## src/rtl/mult8x8_seq_core.sv

```systemverilog
// ============================================================================
//  mult8x8_seq_core
//  Sequential 8x8 unsigned multiplier: four 4x4 partial products, one per clock,
//  accumulated with shifts. The FSM code drives a seven-segment display controller.
//  Revision: 1.0
// ============================================================================
`default_nettype none

module mult8x8_seq_core (
   input  logic        clk,
   input  logic        reset_a,
   input  logic        start,
   input  logic [7:0]  dataa,
   input  logic [7:0]  datab,
   output logic [15:0] product8x8_out,
   output logic        done_flag,
   output logic [2:0]  state_out
);

   typedef enum logic [2:0] {
      IDLE      = 3'b000,
      LSB       = 3'b001,
      MID       = 3'b010,
      MSB       = 3'b011,
      CALC_DONE = 3'b100,
      ERR       = 3'b101
   } state_t;

   state_t      state;
   state_t      state_nxt;

   logic [7:0]  a_r;
   logic [7:0]  b_r;
   logic [15:0] acc;
   logic [1:0]  cnt;

   logic [3:0]  sel_a;
   logic [3:0]  sel_b;
   logic [3:0]  shift;
   logic [7:0]  pp;
   logic [15:0] term;

   logic        capture;
   logic        busy;
   logic        step_ok;

   // The state register is the display code itself, so state_out is registered.
   assign state_out = state;

   assign capture = start && ((state == IDLE) || (state == CALC_DONE));
   assign busy    = (state == LSB) || (state == MID) || (state == MSB);
   assign step_ok = busy && !start;

   // Partial-product selection keyed on the step counter.
   always_comb begin
      sel_a = a_r[3:0];
      sel_b = b_r[3:0];
      shift = 4'd0;
      case (cnt)
         2'd0: begin
            sel_a = a_r[3:0];
            sel_b = b_r[3:0];
            shift = 4'd0;
         end
         2'd1: begin
            sel_a = a_r[3:0];
            sel_b = b_r[7:4];
            shift = 4'd4;
         end
         2'd2: begin
            sel_a = a_r[7:4];
            sel_b = b_r[3:0];
            shift = 4'd4;
         end
         default: begin
            sel_a = a_r[7:4];
            sel_b = b_r[7:4];
            shift = 4'd8;
         end
      endcase
      pp   = {4'd0, sel_a} * {4'd0, sel_b};
      term = {8'd0, pp} << shift;
   end

   always_ff @(posedge clk or negedge reset_a) begin
      if (!reset_a) begin
         state <= IDLE;
      end else begin
         state <= state_nxt;
      end
   end

   always_comb begin
      state_nxt = state;
      case (state)
         IDLE: begin
            if (start) state_nxt = LSB;
         end
         LSB: begin
            state_nxt = start ? ERR : MID;
         end
         MID: begin
            if (start)            state_nxt = ERR;
            else if (cnt == 2'd1) state_nxt = MID;
            else                  state_nxt = MSB;
         end
         MSB: begin
            state_nxt = start ? ERR : CALC_DONE;
         end
         CALC_DONE: begin
            state_nxt = start ? LSB : IDLE;
         end
         ERR: begin
            state_nxt = start ? ERR : IDLE;
         end
         default: begin
            state_nxt = IDLE;
         end
      endcase
   end

   // Datapath: an aborted operation leaves product8x8_out untouched.
   always_ff @(posedge clk or negedge reset_a) begin
      if (!reset_a) begin
         a_r            <= 8'd0;
         b_r            <= 8'd0;
         acc            <= 16'd0;
         cnt            <= 2'd0;
         product8x8_out <= 16'd0;
         done_flag      <= 1'b0;
      end else begin
         done_flag <= 1'b0;
         if (capture) begin
            a_r <= dataa;
            b_r <= datab;
            acc <= 16'd0;
            cnt <= 2'd0;
         end else if (step_ok) begin
            acc <= acc + term;
            cnt <= cnt + 2'd1;
            if (state == MSB) begin
               product8x8_out <= acc + term;
               done_flag      <= 1'b1;
            end
         end
      end
   end

endmodule

`default_nettype wire

```

## config.mk

```make
export PLATFORM = sky130hd
export DESIGN_NAME = mult8x8_seq_core
export DESIGN_NICKNAME = d
export VERILOG_FILES = /design/src/rtl/mult8x8_seq_core.sv
export SDC_FILE = /design/constraint.sdc
export NUM_CORES = 1
export LEC_CHECK = 0
export ABC_AREA = 1
export BUFFER_PORTS_ARGS = -buffer_cell sky130_fd_sc_hd__buf_2
export CORE_UTILIZATION = 40
export DETAILED_ROUTE_END_ITERATION = 6
export PLACE_DENSITY = 0.6
export RECOVER_POWER = 25
export SETUP_SLACK_MARGIN = 0.15
export SLEW_MARGIN = 20
export SYNTH_ARGS = -nofsm -noshare
export SYNTH_HDL_FRONTEND = slang
export SYNTH_SLANG_ARGS = --single-unit
```

## constraint.sdc

```tcl
create_clock -name clk -period 4.9 [get_ports clk]
set_clock_uncertainty 0.15 [all_clocks]
set_input_delay 0.735 -clock clk [delete_from_list [all_inputs] [get_ports clk]]
set_output_delay 0.735 -clock clk [all_outputs]
set_load 0.005 [all_outputs]
```

==> results by group, run 1 <==
Critical path
  • Kind of critical path: reg2reg
  • Cell mode on critical path: nand2_1
  • CP Data Required Time: 5010 ps
  • Delay-heaviest family, CP: adder cells
  • Worst path arrival time: 4860 ps
  • CP bufs+invs: 5
  • Critical path's slowest cell: fa_1
  • Reg2reg setup slack: 160 ps
  • Worst setup SP type: flop
  • Crit end category: flop
  • Worst Path Max Fanout: 7
  • Worst stage delay on the critical path: 550 ps

Routing
  • Met2 WL post-DR: around 4000 um
  • Met3 WL: 321 um
  • Starting DRT DRC Count: 133
  • DR top layer: met4
  • Final wirelength: 8350 um
  • Number of remaining DRC errors: 0
  • DRT met1 WL: 3910 um
  • Via count: 3,114
  • Wire length per cell: 13.4 um
  • Vias per Instance: approximately 5
  • First-pass iteration count of the detailed router: 4
  • DRT antenna net count: 0

Placement
  • Final HPWL DP: 6250 um
  • Routability cong.: 0.945
  • Port bufs: 38

Cells and area
  • Post-layout util: 51.8%
  • Nets: 568
  • Area delta synth->final: 26.4%
  • Antenna diodes: 0
  • Layout cells sized above 1: 31.9%

Yosys
  • Distinct cells, synth: 41
  • Synth area leader: dfrtp_1
  • Sequential area share after synthesis: 38.0%
  • Synth area leaders: dfrtp_1 (38%), nand2_1 (11%), ha_1 (11%)
  • Syn Nets: 494
  • Gate Count Post-Synth: 439
  • Top-area cell type share of the netlist area: 38.0%
  • Syn avg cell area: approximately 8.1 um^2
  • Yosys reg bits: 54
  • Yosys warns: 0
  • Mapped cell area: 3550 um^2

STA
  • F_max: 211 MHz
  • Slew headroom: -90.0%
  • RSZ-0062 raised after global routing: yes
  • Fin crit share: 96.8%
  • Worst slew pin tran: 2850 ps
  • Tmin final: 4740 ps
  • Endpoints failing hold: 0
  • Final setup fails: 0
  • Fin. max-slew vios: 55

Flow run
  • Max cap viols: 1

Clock tree
  • Clk slew on worst S/H paths: 110 ps
  • CTS tree: done
  • Root Buffer: clkbuf_8
  • Number of H-tree levels: 2
  • Clk buf depth: 2
  • Total clock sinks: 54
  • Total CTS buffers: 5
  • Clk_lat worst skew: 320 ps

Global route
  • GRT overflow: 0
  • First-pass GRT wire length: 13,600 um
  • Largest net degree at the start of global routing: 55
  • Vias in the first global route: 2,909
  • Initial antenna violation count: 0
  • Tot GR Track Use: 19.1%

Hold path
  • Worst hold-check path type: reg2reg

Floorplan
  • I/O pin total: 39
  • Die area: 9260 um^2
  • Num rows: 34
  • Starting Density: 40.9%
  • Die height: 96.3 um
  • Core area: 8680 um^2
  • Die width: 96.3 um

Status
  • Failing checks: max-capacitance violations, max-slew violations
  • Run status: finished, violations left
[layout make-up]
class,count,area (um^2)
Timing Repair Buffer,75,467
Clock buffer,6,82.6
Tap cell,108,135
Sequential cell,54,1350
Clock inverter,2,16.3
Inverter,53,201
Multi-Input combinational cell,324,2240
Fill cell,856,4190
[synth_stat cells]
master / count
mux2i_1: 2
a211oi_2: 1
nor3_4: 1
or2_2: 1
a32o_1: 1
o31ai_1: 1
nor3_1: 1
ha_1: 31
a22o_1: 1
inv_1: 50
o21ai_0: 19
nand3_1: 30
o21ai_2: 2
a21oi_4: 1
xnor2_1: 6
nand2_1: 108
nand2_2: 2
nand3b_1: 3
xor2_1: 4
nand2b_1: 1
o21bai_1: 4
a21oi_1: 21
nor2_4: 1
nor2_2: 1
and2_1: 1
clkbuf_1: 3
nor4_1: 1
a21o_2: 1
buf_6: 1
nand4_1: 6
a21oi_2: 1
nor2_1: 39
dfrtp_1: 54
a31oi_1: 1
buf_2: 4
o21ai_1: 10
mux2_2: 10
or3_1: 1
fa_1: 5
o22ai_1: 5
inv_2: 3
[through the flow]
step                      setup slack (ps)  hold slack, ps  setup TNS (ps)  instances  cell area, um^2
after global placement               -86.9             299            -393        602             4030
after detailed placement              -194             305           -1390        602             4030
final                                  155             322               0        622             4490
after global routing                  -135             372           -1170        622             4490
after floorplan                        208             289               0        439             3560
after CTS                              160             329               0        613             4200
[what timing repair did]
item                                    4_1_cts  5_1_grt
buffers inserted                              3        9
resized for setup                            21       57
endpoints found under the setup margin       24       24
hold buffers                                  0        0
pin swaps                                     7       33
[path summary, 6_finish.rpt]
kind	from	end	cells past startpoint
worst min-delay path	product8x8_out[2]$_DFFE_PN0P_	product8x8_out[2]$_DFFE_PN0P_	2
worst max register to register	cnt[1]$_DFFE_PN0P_	acc[14]$_DFFE_PN0P_	27
worst max-delay path	cnt[1]$_DFFE_PN0P_	acc[14]$_DFFE_PN0P_	27
worst min register to register	product8x8_out[2]$_DFFE_PN0P_	product8x8_out[2]$_DFFE_PN0P_	2
min in group asynchronous	reset_a	product8x8_out[0]$_DFFE_PN0P_	2
max in group asynchronous	reset_a	cnt[0]$_DFFE_PN0P_	2
[cells by family (layout without fill, tap and decap cells)]
logic type               Yosys count  after routing  share of synthesized area, %
buffers and inverters             61            136                          6.80
AO/OA/AOI/OAI                     69             69                          11.5
multiplexers                      12             12                          3.73
flip-flops                        54             54                          38.0
AND/OR/NAND/NOR                  197            197                          23.8
adder cells (fa/ha/maj)           36             36                          13.7
XOR/XNOR                          10             10                          2.46
[worst min-delay path, cell delays in order (launching register included)]
cell,delay (ps)
dfrtp_1,350
nand2_1,50
nand2_1,40
[cells in the final DEF, fill, tap and decap left out, types with 7 or more instances in the layout]
master / count
a21oi_1: 18
buf_2: 37
buf_4: 35
dfrtp_1: 53
ha_1: 26
inv_1: 44
inv_2: 8
mux2_2: 10
nand2_1: 95
nand2_2: 14
nand3_1: 23
nand3_2: 7
nor2_1: 37
o21ai_0: 9
o21ai_1: 12
o21ai_2: 9
[sequential cells by signal (all words and copies together) (netlist names)]
name            count
product8x8_out     16
acc                16
state_out           3
done_flag           1
b_r                 8
a_r                 8
cnt                 2
[per-layer routing]
metal | up-vias | track usage, %
met3 | 15 | 3.16
met2 | 68 | 32.1
met1 | 1448 | 25.8
met5 | - | 0
li1 | 1583 | -
met4 | 0 | 4.23
Power of run 1 is left out: the tool's default activity adds up to more than one toggle a clock period on the data nets, which glitch-free logic cannot reach.
==> run 2: changes to the inputs <==
--- a/config.mk
+++ b/config.mk
@@ -7,9 +7,9 @@
 export LEC_CHECK = 0
 export ABC_AREA = 1
 export BUFFER_PORTS_ARGS = -buffer_cell sky130_fd_sc_hd__buf_2
-export CORE_UTILIZATION = 40
+export CORE_UTILIZATION = 45
 export DETAILED_ROUTE_END_ITERATION = 6
-export PLACE_DENSITY = 0.6
+export PLACE_DENSITY = 0.66
 export RECOVER_POWER = 25
 export SETUP_SLACK_MARGIN = 0.15
 export SLEW_MARGIN = 20
==> run 2 against run 1 <==
Effect of this change:
- the flow still finishes with violations (max-capacitance violations, max-slew violations)
- sequential share of layout area about the same
- die area decreased by 11%
- flip-flop and latch count unchanged
- global-route usage increased by 2.3 points
- count of clock-buffer cells in the layout increased by 1
- maximum frequency increased by 0.17%
- utilization increased by 6.6 points
- final cell count decreased by 1.9%
- hold slack improved by 6.6 ps
- worst setup slack improved by 8.2 ps
==> results by group, run 2 (synthesis results as in run 1) <==
Clock tree
  • Number of H-tree levels: 2 (unchanged)
  • Root Buffer: clkbuf_8
  • Hold Buf Count CTS: 0 (unchanged)
  • Total clock sinks: 54 (unchanged)
  • Total CTS buffers: 5 (unchanged)
  • Clk buf depth: 2 (unchanged)
  • CTS tree: done
  • Clk slew on worst S/H paths: 100 ps (about the same)
  • Clk_lat worst skew: 310 ps (about the same)

Global route
  • GRT overflow: 0 (unchanged)
  • Vias in the first global route: 3,032 (+4.2%)
  • Largest net degree at the start of global routing: 55 (unchanged)
  • First-pass GRT wire length: 14,000 um (+2.9%)
  • Initial antenna violation count: 0 (unchanged)
  • Tot GR Track Use: 21.5% (+2.3 points)

STA
  • Worst slew pin tran: 2870 ps (+21.6 ps)
  • Fin crit share: 96.7% (-0.17 points)
  • F_max: 211 MHz (+0.17%)
  • Endpoints failing hold: 0 (unchanged)
  • Final setup fails: 0 (unchanged)
  • TNS Setup: 0 ps (unchanged)
  • Fin. max-slew vios: 55 (unchanged)
  • RSZ-0062 raised after global routing: yes
  • Tmin final: 4740 ps (-8.25 ps)
  • Slew headroom: -91.4% (-1.4 points)
  • Hold_ws: 328 ps (+6.64 ps)

Routing
  • Starting DRT DRC Count: 202 (+52%)
  • Vias per Instance: 5.14 (+2.6%)
  • Number of remaining DRC errors: 0 (unchanged)
  • Via count: 3,134 (+0.64%)
  • Wire length per cell: 14.3 um (+6.4%)
  • Final wirelength: 8720 um (+4.3%)
  • DRT antenna net count: 0 (unchanged)
  • First-pass iteration count of the detailed router: 4 (unchanged)

Floorplan
  • Die width: 90.9 um (-5.6%)
  • I/O pin total: 39 (unchanged)
  • Starting Density: 46.2% (+5.3 points)
  • Core area: 7690 um^2 (-11%)
  • Die area: 8260 um^2 (-11%)
  • Die height: 90.9 um (-5.6%)
  • Num rows: 32 (-5.9%)

Cells and area
  • Regs by FF count: acc (16), product8x8_out (16)
  • Post-route insts no fill: 610 (-1.9%)
  • Antenna diodes: 0 (unchanged)
  • Layout cells sized above 1: 32.5% (+0.57 points)
  • Area delta synth->final: 26.3%
  • Filler instances: 711 (-17%)
  • Nets: 562 (-1.1%)
  • Post-layout util: 58.4% (+6.6 points)
  • Commonest non-fill, non-tap cell in the layout: nand2_1
  • Most frequent cells in the layout: nand2_1 (96), dfrtp_1 (53), inv_1 (42)
  • Multi-input gate area: 2270 um^2 (+1.5%)
  • Register area: 1350 um^2 (unchanged)

Critical path
  • Worst path arrival time: 4800 ps (-60 ps)
  • Critical path's slowest cell: fa_1
  • CP Cell Sequence: inv_4, ha_2, nor2_4, nand2_2, o21ai_2, nand2_1, fa_1, inv_1, fa_1, inv_2, fa_2, xor2_2, nand2_1, o21ai_2, buf_4, nor2_1, ha_1, a21o_2, a21oi_4, o21bai_2, nand2_1, nand3b_1, nand3_1, nand2_1
  • Crit end category: flop
  • Cell mode on critical path: nand2_1
  • Kind of critical path: reg2reg
  • CP bufs+invs: 4 (-1)
  • CP Data Required Time: 4960 ps (-50 ps)
  • Worst setup SP type: flop
  • Worst stage delay on the critical path: 540 ps (about the same)
  • Delay-heaviest family, CP: adder cells
  • Worst Path Max Fanout: 7 (unchanged)

Flow run
  • Max cap viols: 1 (unchanged)

Placement
  • Final HPWL DP: 6200 um (-0.76%)
  • Port bufs: 38 (unchanged)
  • Placed Cells: 590 (-2.0%)
  • Routability cong.: 0.884 (-6.5%)

Hold path
  • Worst hold-check path type: reg2reg

Status
  • Failing checks: max-capacitance violations, max-slew violations
  • Run status: finished, violations left
==> run 2: cell type report <==
cell class | count | share of cell area, %
clock buffers | 7 | 2.15
clock inverters | 1 | 0.195
inverters | 53 | 4.49
multi-input cells | 324 | 50.6
flip-flops and latches | 54 | 30.1
well taps | 102 | 2.84
repair buffers | 69 | 9.56
==> run 2: metrics by stage <==
stage | cell area (um^2) | setup WS, ps
6_report | 4490 | 164
5_1_grt | 4490 | -82.0
2_1_floorplan | 3560 | 208
3_3_place_gp | 3980 | -68.5
3_5_place_dp | 3980 | -170
4_1_cts | 4160 | 151
==> run 2: worst paths after layout <==
kind	start	to	slack (ps)	cells past startpoint
max	cnt[0]$_DFFE_PN0P_	acc[11]$_DFFE_PN0P_	160	24
min	product8x8_out[12]$_DFFE_PN0P_	product8x8_out[12]$_DFFE_PN0P_	330	2
max reg2reg	cnt[0]$_DFFE_PN0P_	acc[11]$_DFFE_PN0P_	160	24
min reg2reg	product8x8_out[12]$_DFFE_PN0P_	product8x8_out[12]$_DFFE_PN0P_	330	2
max in group asynchronous	reset_a	cnt[0]$_DFFE_PN0P_	1470	2
min in group asynchronous	reset_a	product8x8_out[2]$_DFFE_PN0P_	1270	2
==> run 2: timing repair <==
item | in CTS | in global routing
pin swaps | 9 | 29
setup endpoints to repair | 22 | 22
buffers inserted | 1 | 11
hold endpoints to repair | 0 | 0
gates resized for setup | 22 | 65
==> run 2: worst min-delay path, delay by kind of cell, from the launching register on <==
kind	cells	cell delay, ps
AND/OR/NAND/NOR	2	100
flip-flops	1	350
==> run 2: routing by layer <==
metal | vias up | GRT usage (%) | share of wire (%)
met2 | 69 | 37.1 | 49
met4 | 0 | 5.16 | 1.0
met3 | 9 | 2.69 | 3.6
met5 | - | 0 | 0
li1 | 1575 | - | -
met1 | 1481 | 28.6 | 47
Power of run 2 is left out for the same reason.
==> run 3: changes to the inputs <==
==> constraint.sdc (replaced) <==
create_clock -name clk -period 4.3 [get_ports clk]
set_clock_uncertainty 0.15 [all_clocks]
set_input_delay 0.645 -clock clk [delete_from_list [all_inputs] [get_ports clk]]
set_output_delay 0.645 -clock clk [all_outputs]
set_load 0.005 [all_outputs]
==> run 3 against run 2 <==
Effect of this change:
- the flow finishes with violations (max-capacitance violations, max-slew violations, negative setup slack)
- critical path type unchanged
- count of clock-buffer cells in the layout fell by 2
- flip-flop and latch count unchanged
- worst setup slack worse by 640 ps
- via count grew 6.8%
- maximum frequency is 0.90% lower
- largest cell class unchanged
==> results by group, run 3 (synthesis results as in run 1) <==
STA
  • RSZ-0062 raised after global routing: yes
  • Final setup fails: 24 (+24)
  • Worst slew pin tran: 2950 ps (+73.8 ps)
  • Final Worst Setup Slack: -479 ps (-643 ps)
  • F_max: 209 MHz (-0.90%)
  • Fin. max-slew vios: 55 (unchanged)
  • Hold_ws: 332 ps (+3.76 ps)
  • Slew headroom: -96.4% (-4.9 points)
  • Fin crit share: 111% (+14 points)
  • Endpoints failing hold: 0 (unchanged)
  • Tmin final: 4780 ps (+42.9 ps)

Global route
  • Vias in the first global route: 3,334 (+10%)
  • Initial antenna violation count: 0 (unchanged)
  • Largest net degree at the start of global routing: 55 (unchanged)
  • GRT overflow: 0 (unchanged)
  • Tot GR Track Use: 22.7% (+1.2 points)
  • First-pass GRT wire length: 15,000 um (+7.4%)

Routing
  • First-pass iteration count of the detailed router: 5 (+1)
  • Starting DRT DRC Count: 180 (-11%)
  • Via count: 3,348 (+6.8%)
  • Final wirelength: 8970 um (+2.9%)
  • Number of remaining DRC errors: 0 (unchanged)
  • Vias per Instance: 5.20 (+1.2%)
  • Wire length per cell: 13.9 um (-2.6%)
  • DRT antenna net count: 0 (unchanged)

Critical path
  • Kind of critical path: reg2reg
  • Worst flop-to-flop path startpoint: cnt[1]$_DFFE_PN0P_
  • CP Cell Sequence: inv_2, ha_4, nor2_4, nand2_2, o21ai_2, nand2_1, fa_1, inv_2, fa_1, inv_1, fa_2, xor2_1, nand2_1, o21ai_0, nor2_1, ha_1, buf_4, a21oi_1, nor2_1, a211oi_2, nand2_1, nand2_1, nand3_1, nand2_1
  • Critical path's slowest cell: fa_1
  • Delay-heaviest family, CP: adder cells
  • FF-to-FF End: acc[14]$_DFFE_PN0P_
  • Worst Path Max Fanout: 7 (unchanged)
  • Worst path arrival time: 4880 ps (+80 ps)
  • CP bufs+invs: 4 (unchanged)
  • CP Data Required Time: 4400 ps (-560 ps)
  • Number of cells on the critical path: 24 (unchanged)
  • Worst setup SP type: flop
  • Crit end category: flop
  • Worst stage delay on the critical path: 550 ps (about the same)
  • Worst Setup EP: acc[14]$_DFFE_PN0P_
  • R2r worst-path depth: 24 (unchanged)
  • Reg2reg setup slack: -480 ps (-640 ps)
  • Cell mode on critical path: nand2_1
  • Crit path launch: cnt[1]$_DFFE_PN0P_

Hold path
  • Hold depth: 2 (unchanged)
  • Worst hold-check path type: reg2reg

Floorplan
  • Die area: 8260 um^2 (unchanged)
  • Core area: 7690 um^2 (unchanged)
  • Die height: 90.9 um (unchanged)
  • Starting Density: 46.2% (unchanged)
  • I/O pin total: 39 (unchanged)
  • Num rows: 32 (unchanged)
  • Die width: 90.9 um (unchanged)

Placement
  • Worst slack, placed: -414 ps (-244 ps)
  • Routability cong.: 0.916 (+3.5%)
  • Post-placement cell area: 4300 um^2 (+8.1%)
  • Port bufs: 38 (unchanged)
  • Final HPWL DP: 6590 um (+6.2%)

Cells and area
  • Nets: 596 (+6.0%)
  • Filler instances: 713 (+0.28%)
  • Multi-input gate area: 2270 um^2 (unchanged)
  • Fin area: 4720 um^2 (+5.3%)
  • Most frequent cells in the layout: nand2_1 (98), buf_4 (63), dfrtp_1 (53)
  • Area delta synth->final: 32.9%
  • Register area: 1350 um^2 (unchanged)
  • Regs by FF count: acc (16), product8x8_out (16)
  • Commonest non-fill, non-tap cell in the layout: nand2_1
  • Antenna diodes: 0 (unchanged)
  • Post-layout util: 61.4% (+3.1 points)
  • Layout cells sized above 1: 36.2% (+3.7 points)

Flow run
  • Max cap viols: 1 (unchanged)

Status
  • Failing checks: max-capacitance violations, max-slew violations, negative setup slack
  • Run status: finished, violations left

Clock tree
  • Clk slew on worst S/H paths: 110 ps (about the same)
  • Total CTS buffers: 5 (unchanged)
  • Number of H-tree levels: 2 (unchanged)
  • Clk buf depth: 2 (unchanged)
  • Clk_lat worst skew: 310 ps (about the same)
  • Total clock sinks: 54 (unchanged)
  • CTS tree: done
  • Root Buffer: clkbuf_8
run 3: changes by cell type in the layout (fill, tap and decap cells not counted), sizes merged:
cell / previous run / this run
buf: 67 / 102
clkbuf: 9 / 6
clkinv: 1 / 3
run 3: area by class of cell:
class | count | share of cell area [%]
timing repair buffer | 103 | 14.4
multi-input combinational | 324 | 48.1
tap | 102 | 2.70
inverter | 53 | 4.21
sequential | 54 | 28.6
clock buffer | 5 | 1.46
clock inverter | 3 | 0.556
run 3: how the worst min path moves through the flow:
stage,start,endpoint,slack [ps]
after floorplan,reset_a,a_r[0]$_DFFE_PN0P_,200
final,product8x8_out[4]$_DFFE_PN0P_,product8x8_out[4]$_DFFE_PN0P_,330
after CTS,reset_a,product8x8_out[1]$_DFFE_PN0P_,330
after global routing,product8x8_out[6]$_DFFE_PN0P_,product8x8_out[6]$_DFFE_PN0P_,370
after global placement,product8x8_out[2]$_DFFE_PN0P_,product8x8_out[2]$_DFFE_PN0P_,300
after detailed placement,product8x8_out[2]$_DFFE_PN0P_,product8x8_out[2]$_DFFE_PN0P_,310
run 3: timing repair:
action | in CTS | in global routing
setup endpoints to repair | 24 | 26
buffers inserted | 5 | 6
hold buffers | 0 | 0
resized for setup | 23 | 35
pin swaps | 7 | 25
run 3: worst register-to-register path, delay by kind of cell (launching register included):
family                     cells  cell delay, ps
adders and majority gates      5            1960
and+or+nand+nor               10            1040
AOI/OAI and AO/OA              4             640
DFF                            1             430
buffers and inverters          4             350
xor gates and xnor gates       1             170
run 3: layer usage:
metal	track usage [%]	routed length, um	up-vias
met5	0	0	-
met2	38.1	4270	89
met1	30.4	4210	1601
li1	-	-	1648
met3	4.21	389	10
met4	5.16	105	0
run 3: through the flow:
step	cells	TNS, ps
after floorplan	439	-197
final	644	-8360
after CTS	638	-6070
after global placement	625	-3610
after detailed placement	625	-6780
after global routing	644	-14770
Power of run 3 is left out for the same reason.
